### src/rtl/jtdd_sndcmd.sv
// Sound command mailbox between the main CPU and the sound CPU.
// 4-deep command FIFO, IRQ strobe with ack/timeout, and sound CPU reset control.
module jtdd_sndcmd #(
    parameter int IRQ_W   = 8,
    parameter int ACK_TO  = 4096,
    parameter int RST_MIN = 16
) (
    input  logic       clk,
    input  logic       rst,
    input  logic       cpu_cen,
    input  logic [7:0] cpu_dout,
    input  logic       cmd_we,
    input  logic       rstctl_we,
    input  logic       snd_ack,
    output logic [7:0] snd_latch,
    output logic       snd_irq,
    output logic       snd_rstb,
    output logic       busy,
    output logic       full,
    output logic [2:0] level,
    output logic       ovf
);

    localparam logic [1:0] IDLE  = 2'd0;
    localparam logic [1:0] PULSE = 2'd1;
    localparam logic [1:0] WAIT  = 2'd2;

    localparam int IW = $clog2(IRQ_W + 1);
    localparam int TW = $clog2(ACK_TO + 1);
    localparam int RW = $clog2(RST_MIN + 1);

    logic [7:0]    mem [4];
    logic [1:0]    wr_ptr, rd_ptr;
    logic [1:0]    state;
    logic [IW-1:0] irq_cnt;
    logic [TW-1:0] to_cnt;
    logic [RW-1:0] rst_cnt;
    logic          ack_prev, ack_seen, rel_pend;

    logic cmd_wr, flush, release_wr, ack_rise;
    logic pop, push, rst_done;

    always_comb begin
        cmd_wr     = cmd_we & cpu_cen;
        flush      = rstctl_we & cpu_cen & ~cpu_dout[0];
        release_wr = rstctl_we & cpu_cen & cpu_dout[0];
        ack_rise   = snd_ack & ~ack_prev;
        full       = level == 3'd4;
        busy       = (level != 3'd0) || (state != IDLE);
        pop        = (state == IDLE) && (level != 3'd0)
                     && snd_rstb && !flush;
        // a full FIFO still takes a write when the head leaves this cycle
        push       = cmd_wr && !flush && (!full || pop);
        rst_done   = rst_cnt >= RW'(RST_MIN - 1);
    end

    always_ff @(posedge clk) begin
        if (push) mem[wr_ptr] <= cpu_dout;
    end

    always_ff @(posedge clk) begin
        if (rst || flush) begin
            wr_ptr <= 2'd0;
            rd_ptr <= 2'd0;
            level  <= 3'd0;
        end else begin
            if (push) wr_ptr <= wr_ptr + 2'd1;
            if (pop)  rd_ptr <= rd_ptr + 2'd1;
            if (push && !pop)      level <= level + 3'd1;
            else if (pop && !push) level <= level - 3'd1;
        end
    end

    always_ff @(posedge clk) begin
        if (rst) begin
            state     <= IDLE;
            snd_irq   <= 1'b0;
            snd_latch <= 8'h00;
            irq_cnt   <= '0;
            to_cnt    <= '0;
            ack_prev  <= 1'b0;
            ack_seen  <= 1'b0;
            ovf       <= 1'b0;
        end else begin
            ack_prev <= snd_ack;
            if (flush) begin
                state    <= IDLE;
                snd_irq  <= 1'b0;
                ack_seen <= 1'b0;
                ovf      <= 1'b0;
            end else begin
                if (cmd_wr && full && !pop) ovf <= 1'b1;
                case (state)
                    IDLE: begin
                        if (pop) begin
                            snd_latch <= mem[rd_ptr];
                            state     <= PULSE;
                            irq_cnt   <= '0;
                            ack_seen  <= 1'b0;
                        end
                    end
                    PULSE: begin
                        if (ack_rise) ack_seen <= 1'b1;
                        // first PULSE cycle keeps irq low, then IRQ_W high cycles
                        if (irq_cnt == IW'(IRQ_W)) begin
                            snd_irq <= 1'b0;
                            to_cnt  <= '0;
                            state   <= (ack_seen || ack_rise) ? IDLE : WAIT;
                        end else begin
                            snd_irq <= 1'b1;
                            irq_cnt <= irq_cnt + 1'b1;
                        end
                    end
                    WAIT: begin
                        if (ack_rise) begin
                            state <= IDLE;
                        end else if (to_cnt == TW'(ACK_TO - 1)) begin
                            ovf   <= 1'b1;
                            state <= IDLE;
                        end else begin
                            to_cnt <= to_cnt + 1'b1;
                        end
                    end
                    default: state <= IDLE;
                endcase
            end
        end
    end

    always_ff @(posedge clk) begin
        if (rst) begin
            snd_rstb <= 1'b0;
            rst_cnt  <= '0;
            rel_pend <= 1'b1;
        end else if (flush) begin
            snd_rstb <= 1'b0;
            rst_cnt  <= '0;
            rel_pend <= 1'b0;
        end else if (!snd_rstb) begin
            if (!rst_done) rst_cnt <= rst_cnt + 1'b1;
            // an early release waits here until the minimum low time is met
            if ((rel_pend || release_wr) && rst_done) snd_rstb <= 1'b1;
            else if (release_wr)                       rel_pend <= 1'b1;
        end
    end

endmodule

### config.mk
export PLATFORM = sky130hd
export DESIGN_NAME = jtdd_sndcmd
export DESIGN_NICKNAME = d
export VERILOG_FILES = /design/src/rtl/jtdd_sndcmd.sv
export SDC_FILE = /design/constraint.sdc
export NUM_CORES = 1
export LEC_CHECK = 0
export ABC_AREA = 1
export CORE_UTILIZATION = 45
export CTS_CLUSTER_DIAMETER = 80
export DETAILED_ROUTE_END_ITERATION = 6
export GPL_TIMING_DRIVEN = 0
export HOLD_SLACK_MARGIN = 0.1
export PLACE_DENSITY = 0.63
export REMOVE_ABC_BUFFERS = 1
export SKIP_CTS_REPAIR_TIMING = 1
export SLEW_MARGIN = 20
export SYNTH_ARGS = -nofsm -noshare
export SYNTH_HDL_FRONTEND = slang
export SYNTH_SLANG_ARGS = --single-unit
### constraint.sdc
create_clock -name clk -period 6.25 [get_ports clk]
set_clock_uncertainty 0.05 [all_clocks]
set_input_delay 1.25 -clock clk [delete_from_list [all_inputs] [get_ports clk]]
set_output_delay 1.25 -clock clk [all_outputs]
set_load 0.02 [all_outputs]
==> results of run 1 <==
[flip-flops by register name (all words and copies together), names as in the netlist, 2 cells and up]
| name | count |
|---|---|
| state | 2 |
| to_cnt | 13 |
| level | 3 |
| irq_cnt | 4 |
| rst_cnt | 5 |
| wr_ptr | 2 |
| rd_ptr | 2 |
| snd_latch | 8 |
| mem | 32 |
[layout by cell type (no fill, tap or decap), types with 5 or more instances in the layout]
cell type,n
ha_1,10
nor2_2,5
a31oi_1,9
a21oi_1,19
dfxtp_1,45
clkbuf_8,9
nand3_1,33
o21ai_0,32
clkdlybuf4s50_1,29
nand2_1,64
nor2_1,71
edfxtp_1,32
nand2_2,6
inv_1,34
[power groups by stage]
stage               clock network (mW)  registers [mW]  logic, mW
detailed placement                   0           0.550     0.0604
global placement                     0           0.550     0.0588
global route                     0.412           0.539     0.0674
finish                           0.380           0.538     0.0605
CTS                              0.390           0.538     0.0608
floorplan                            0           0.551     0.0301
[how the worst max path moves through the flow]
| stage | from | endpoint | slack [ns] | cells past startpoint |
|---|---|---|---|---|
| after global placement | cpu_dout[0] | level[2]$_SDFFE_PP0P_ | 2.28 | 14 |
| after floorplan | cpu_dout[0] | level[2]$_SDFFE_PP0P_ | 3.22 | 13 |
| final | cpu_dout[0] | level[2]$_SDFFE_PP0P_ | 2.64 | 14 |
| after detailed placement | cpu_dout[0] | level[2]$_SDFFE_PP0P_ | 2.26 | 14 |
| after global routing | cpu_dout[0] | level[2]$_SDFFE_PP0P_ | 2.40 | 14 |
| after CTS | cpu_dout[0] | level[2]$_SDFFE_PP0P_ | 2.64 | 14 |
[worst register-to-register path: stages (launching register included)]
cell and delay (ns):
dfxtp_1 0.44, nor2_1 0.10, nand2_1 0.10, nand4_1 0.25, nand2_1 0.19, nand2_1 0.14, inv_1 0.10, ha_1 0.14
inv_1 0.07, fa_1 0.38, a21oi_1 0.14, o21ai_0 0.12, o21ai_0 0.17, a21oi_1 0.06
[Yosys cell counts (all sizes together)]
master | number | area share
a211oi | 2 | 0.0042
edfxtp | 32 | 0.27
nor3 | 4 | 0.0057
o21ai | 34 | 0.048
nand3 | 35 | 0.055
a21oi | 22 | 0.034
xnor2 | 3 | 0.0074
clkinv | 3 | 0.0032
buf | 4 | 0.0081
mux2i | 1 | 0.0028
inv | 38 | 0.040
clkbuf | 5 | 0.0053
o21a | 1 | 0.0021
xor2 | 3 | 0.0074
nor3b | 1 | 0.0021
fa | 1 | 0.0057
nand3b | 1 | 0.0021
ha | 10 | 0.035
nand2 | 71 | 0.082
a31oi | 9 | 0.016
dfxtp | 45 | 0.25
or2 | 2 | 0.0035
nor2 | 79 | 0.094
o31ai | 1 | 0.0021
nand4 | 4 | 0.0071
[layout make-up]
class,count,area (sq um),area share
Timing Repair Buffer,29,290.3,0.07080
Clock buffer,10,127.6,0.03113
Inverter,41,153.9,0.03753
Tap cell,99,123.9,0.03021
Sequential cell,77,1862,0.4541
Clock inverter,6,71.32,0.01739
Multi-Input combinational cell,284,1471,0.3589
[through the flow]
stage	instance area [sq um]	util	setup slack (ns)	std cells
2_1_floorplan	3487	-	3.223	402
3_3_place_gp	3901	0.5266	2.285	530
3_5_place_dp	3901	0.5266	2.260	530
4_1_cts	4100	0.5535	2.642	546
5_1_grt	4100	0.5535	2.403	546
6_report	4100	0.5535	2.640	546
[layer usage]
metal,part of all wire,up-vias,GRT usage,routed length (microns)
met5,0,-,0,0
li1,-,1432,-,-
met1,0.50,1284,0.2435,3550
met4,0.011,0,0.07258,79
met2,0.46,32,0.2986,3286
met3,0.029,6,0.03872,203
[cell families (layout without fill, tap and decap cells)]
| kind of cell | after synthesis | after routing | synth area share |
|---|---|---|---|
| multiplexers | 1 | 1 | 0.002832 |
| AO/OA/AOI/OAI | 69 | 69 | 0.1069 |
| adder cells (fa/ha/maj) | 11 | 11 | 0.04106 |
| flip-flops | 77 | 77 | 0.5267 |
| AND/OR/NAND/NOR | 197 | 197 | 0.2506 |
| XOR/XNOR | 6 | 6 | 0.01487 |
| buffers and inverters | 50 | 86 | 0.05699 |
==> run summary, run 1 <==
The flow ran to the end, and the final reports show no timing, DRC or antenna violations. The first detailed-routing pass ran for 4 iterations. The logs give 0.388 for the clock network fraction of design power and 0 for the remaining global-route overflow. The clock drives 77 sinks. On the worst path, the slowest cell contributes a delay of 0.56 ns.

The worst min-delay path class was reg -> reg. The logs give 699 for the number of fillers in the final layout and 0.1854 for the total routing resource utilization after global routing. The tools report the end of the worst hold path as ack_seen$_SDFFE_PP0P_. The cell depth of the worst flop-to-flop path is 13.

The longest clock path from root to sink contains 2 buffers. The insertion delay of the later-clocked pin in the worst-skew pair was 0.35 ns. For the signal arrival time at the worst endpoint, the log shows 3.80 ns.

The floorplan step set the die height to 90.63 microns. At the pin with the least slew margin, the transition time is 0.8853 ns. 0 antenna diodes ended up in the layout.

Counting instances, the worst hold path has a depth of 2. The number of hold-slack violations in the final timing report is 0, and the relative area change from synthesis to final layout is 16.00%. The logs give 0.4076 for the headroom to the max-slew limit and 30 for the number of ports placed on the die boundary. For the total routed wirelength, the log shows 7.119 mm.

Setup repair after global routing left no endpoint under its margin. The worst-case IR drop observed on VDD is 0.1039 mV. The net count of the finished layout is 467.

The share of layout cells above drive strength 1 is 0.09172, and the setup slack of the worst register-to-register path is 3.71 ns. The number of remaining DRC errors came out at 0. The cell type group with the largest total delay on the critical path was buffers and inverters.

The tools report the startpoint of the lowest-slack hold path as ack_seen$_SDFFE_PP0P_. Slowest cell on the critical path: clkdlybuf4s50_1. The endpoint identified for the worst register-to-register timing path is level[2]$_SDFFE_PP0P_. Clock tree synthesis inserted a total of 9 buffers. The required time of the critical path is 6.44 ns, and the number of warnings issued by yosys is 0. The H-tree was split into 3 levels. The cell area that synthesis handed to floorplanning was 3535 sq um. The dominant cell type by count on the critical path is inv_1.

The power density normalized to cell area came out at 238.8 nW/um^2. For the final-layout setup total negative slack, the log shows 0 ns. For the share of total power in sequential cells, the log shows 0.550. The run gives 0.5267 as the sequential cell area fraction in the yosys report.

Total count of max-transition violations in the final report: 0. In the final routed layout, each cell accounts on average for 13.04 microns. TritonCTS built the clock tree.

The floorplan step set the die width to 90.63 microns. A synthesized cell averages 8.600 sq um. At the end of routability-driven placement, the weighted congestion stood at 0.7911. Yosys mapped the design onto 36 distinct sky130hd cell types.

The residual antenna-violating net count after detailed routing is 0. The run gives 0.062 as the share of total power in combinational logic. For the max-cap check violation count, the log shows 0. The logs give 20 for the largest net degree at the start of global routing and 7408 sq um for the area of the core. The cell count after synthesis was 411. The startpoint type of the worst setup path is a primary input. The final period utilization works out to 0.5776. The logs give 0 for the initial antenna violation count and 2754 for the via total after detailed routing. The initial core utilization came out at 0.4771. The worst register-to-register path begins at level[0]$_SDFFE_PP0P_.

The cell at the root of the clock tree was clkbuf_8. The tools report the capturing element type of the critical path as a flip-flop. The synthesized design contains 77 register bits. Buffers plus inverters on the worst setup path: 4.

Traced cell by cell, the critical path runs through clkdlybuf4s50_1 > inv_1 > nand3_1 > nand4_1 > nand2_1 > nand2_1 > inv_1 > ha_1 > inv_1 > fa_1 > a21oi_1 > o21ai_0 > o21ai_0 > a21oi_1. The tools report the hold slack as 0.4234 ns. For this block, the initial DRC count from the detailed router was 97. The worst path in the final design needs a cycle of 3.610 ns, including I/O delays and setup. Clock-pin slew was measured on the worst setup and hold paths at 0.08 ns. The power spent charging and discharging nets is 0.2339 mW. Setup violations remaining at the end of the flow were counted as 0.

The tools report the first-pass GRT wire length as 11.98 mm. The critical path is of the in -> reg type. In this run the worst path has a maximum fanout of 6.

The share of total power consumed by net switching is 0.2389, and the area of the die is 8213 sq um. Port buffering added 29 buffers. For the via count of the first global-routing pass, the log shows 2565. In this run the static leakage power is 1.465 nW. Timing would allow up to 0.2770 GHz. The internal power of the cells was 0.7451 mW.

The run gives 4.843 mm as the sum of net half-perimeters after detailed placement. The total design power came out at 0.9791 mW. Using the TritonRoute via totals, the vias-per-cell ratio works out to 5.044. In this run the core area contains 31 standard-cell rows.
No activity file was read; power rests on OpenSTA's default activity.
==> inputs of run 2 (changes only) <==
==> constraint.sdc (replaced) <==
create_clock -name clk -period 3.35 [get_ports clk]
set_clock_uncertainty 0.05 [all_clocks]
set_input_delay 0.67 -clock clk [delete_from_list [all_inputs] [get_ports clk]]
set_output_delay 0.67 -clock clk [all_outputs]
set_load 0.02 [all_outputs]
==> results of run 2 <==
The final DEF is identical to that of run 1. Status: finished, final reports clean.
Among the figures that moved: setup slack after placement 2.260 ns -> -0.05951 ns; setup slack after layout 2.640 ns -> 0.3201 ns; register-to-register setup slack 3.71 ns -> 0.81 ns; total power 0.9791 mW -> 1.827 mW; worst IR drop on VDD 0.1039 mV -> 0.1939 mV
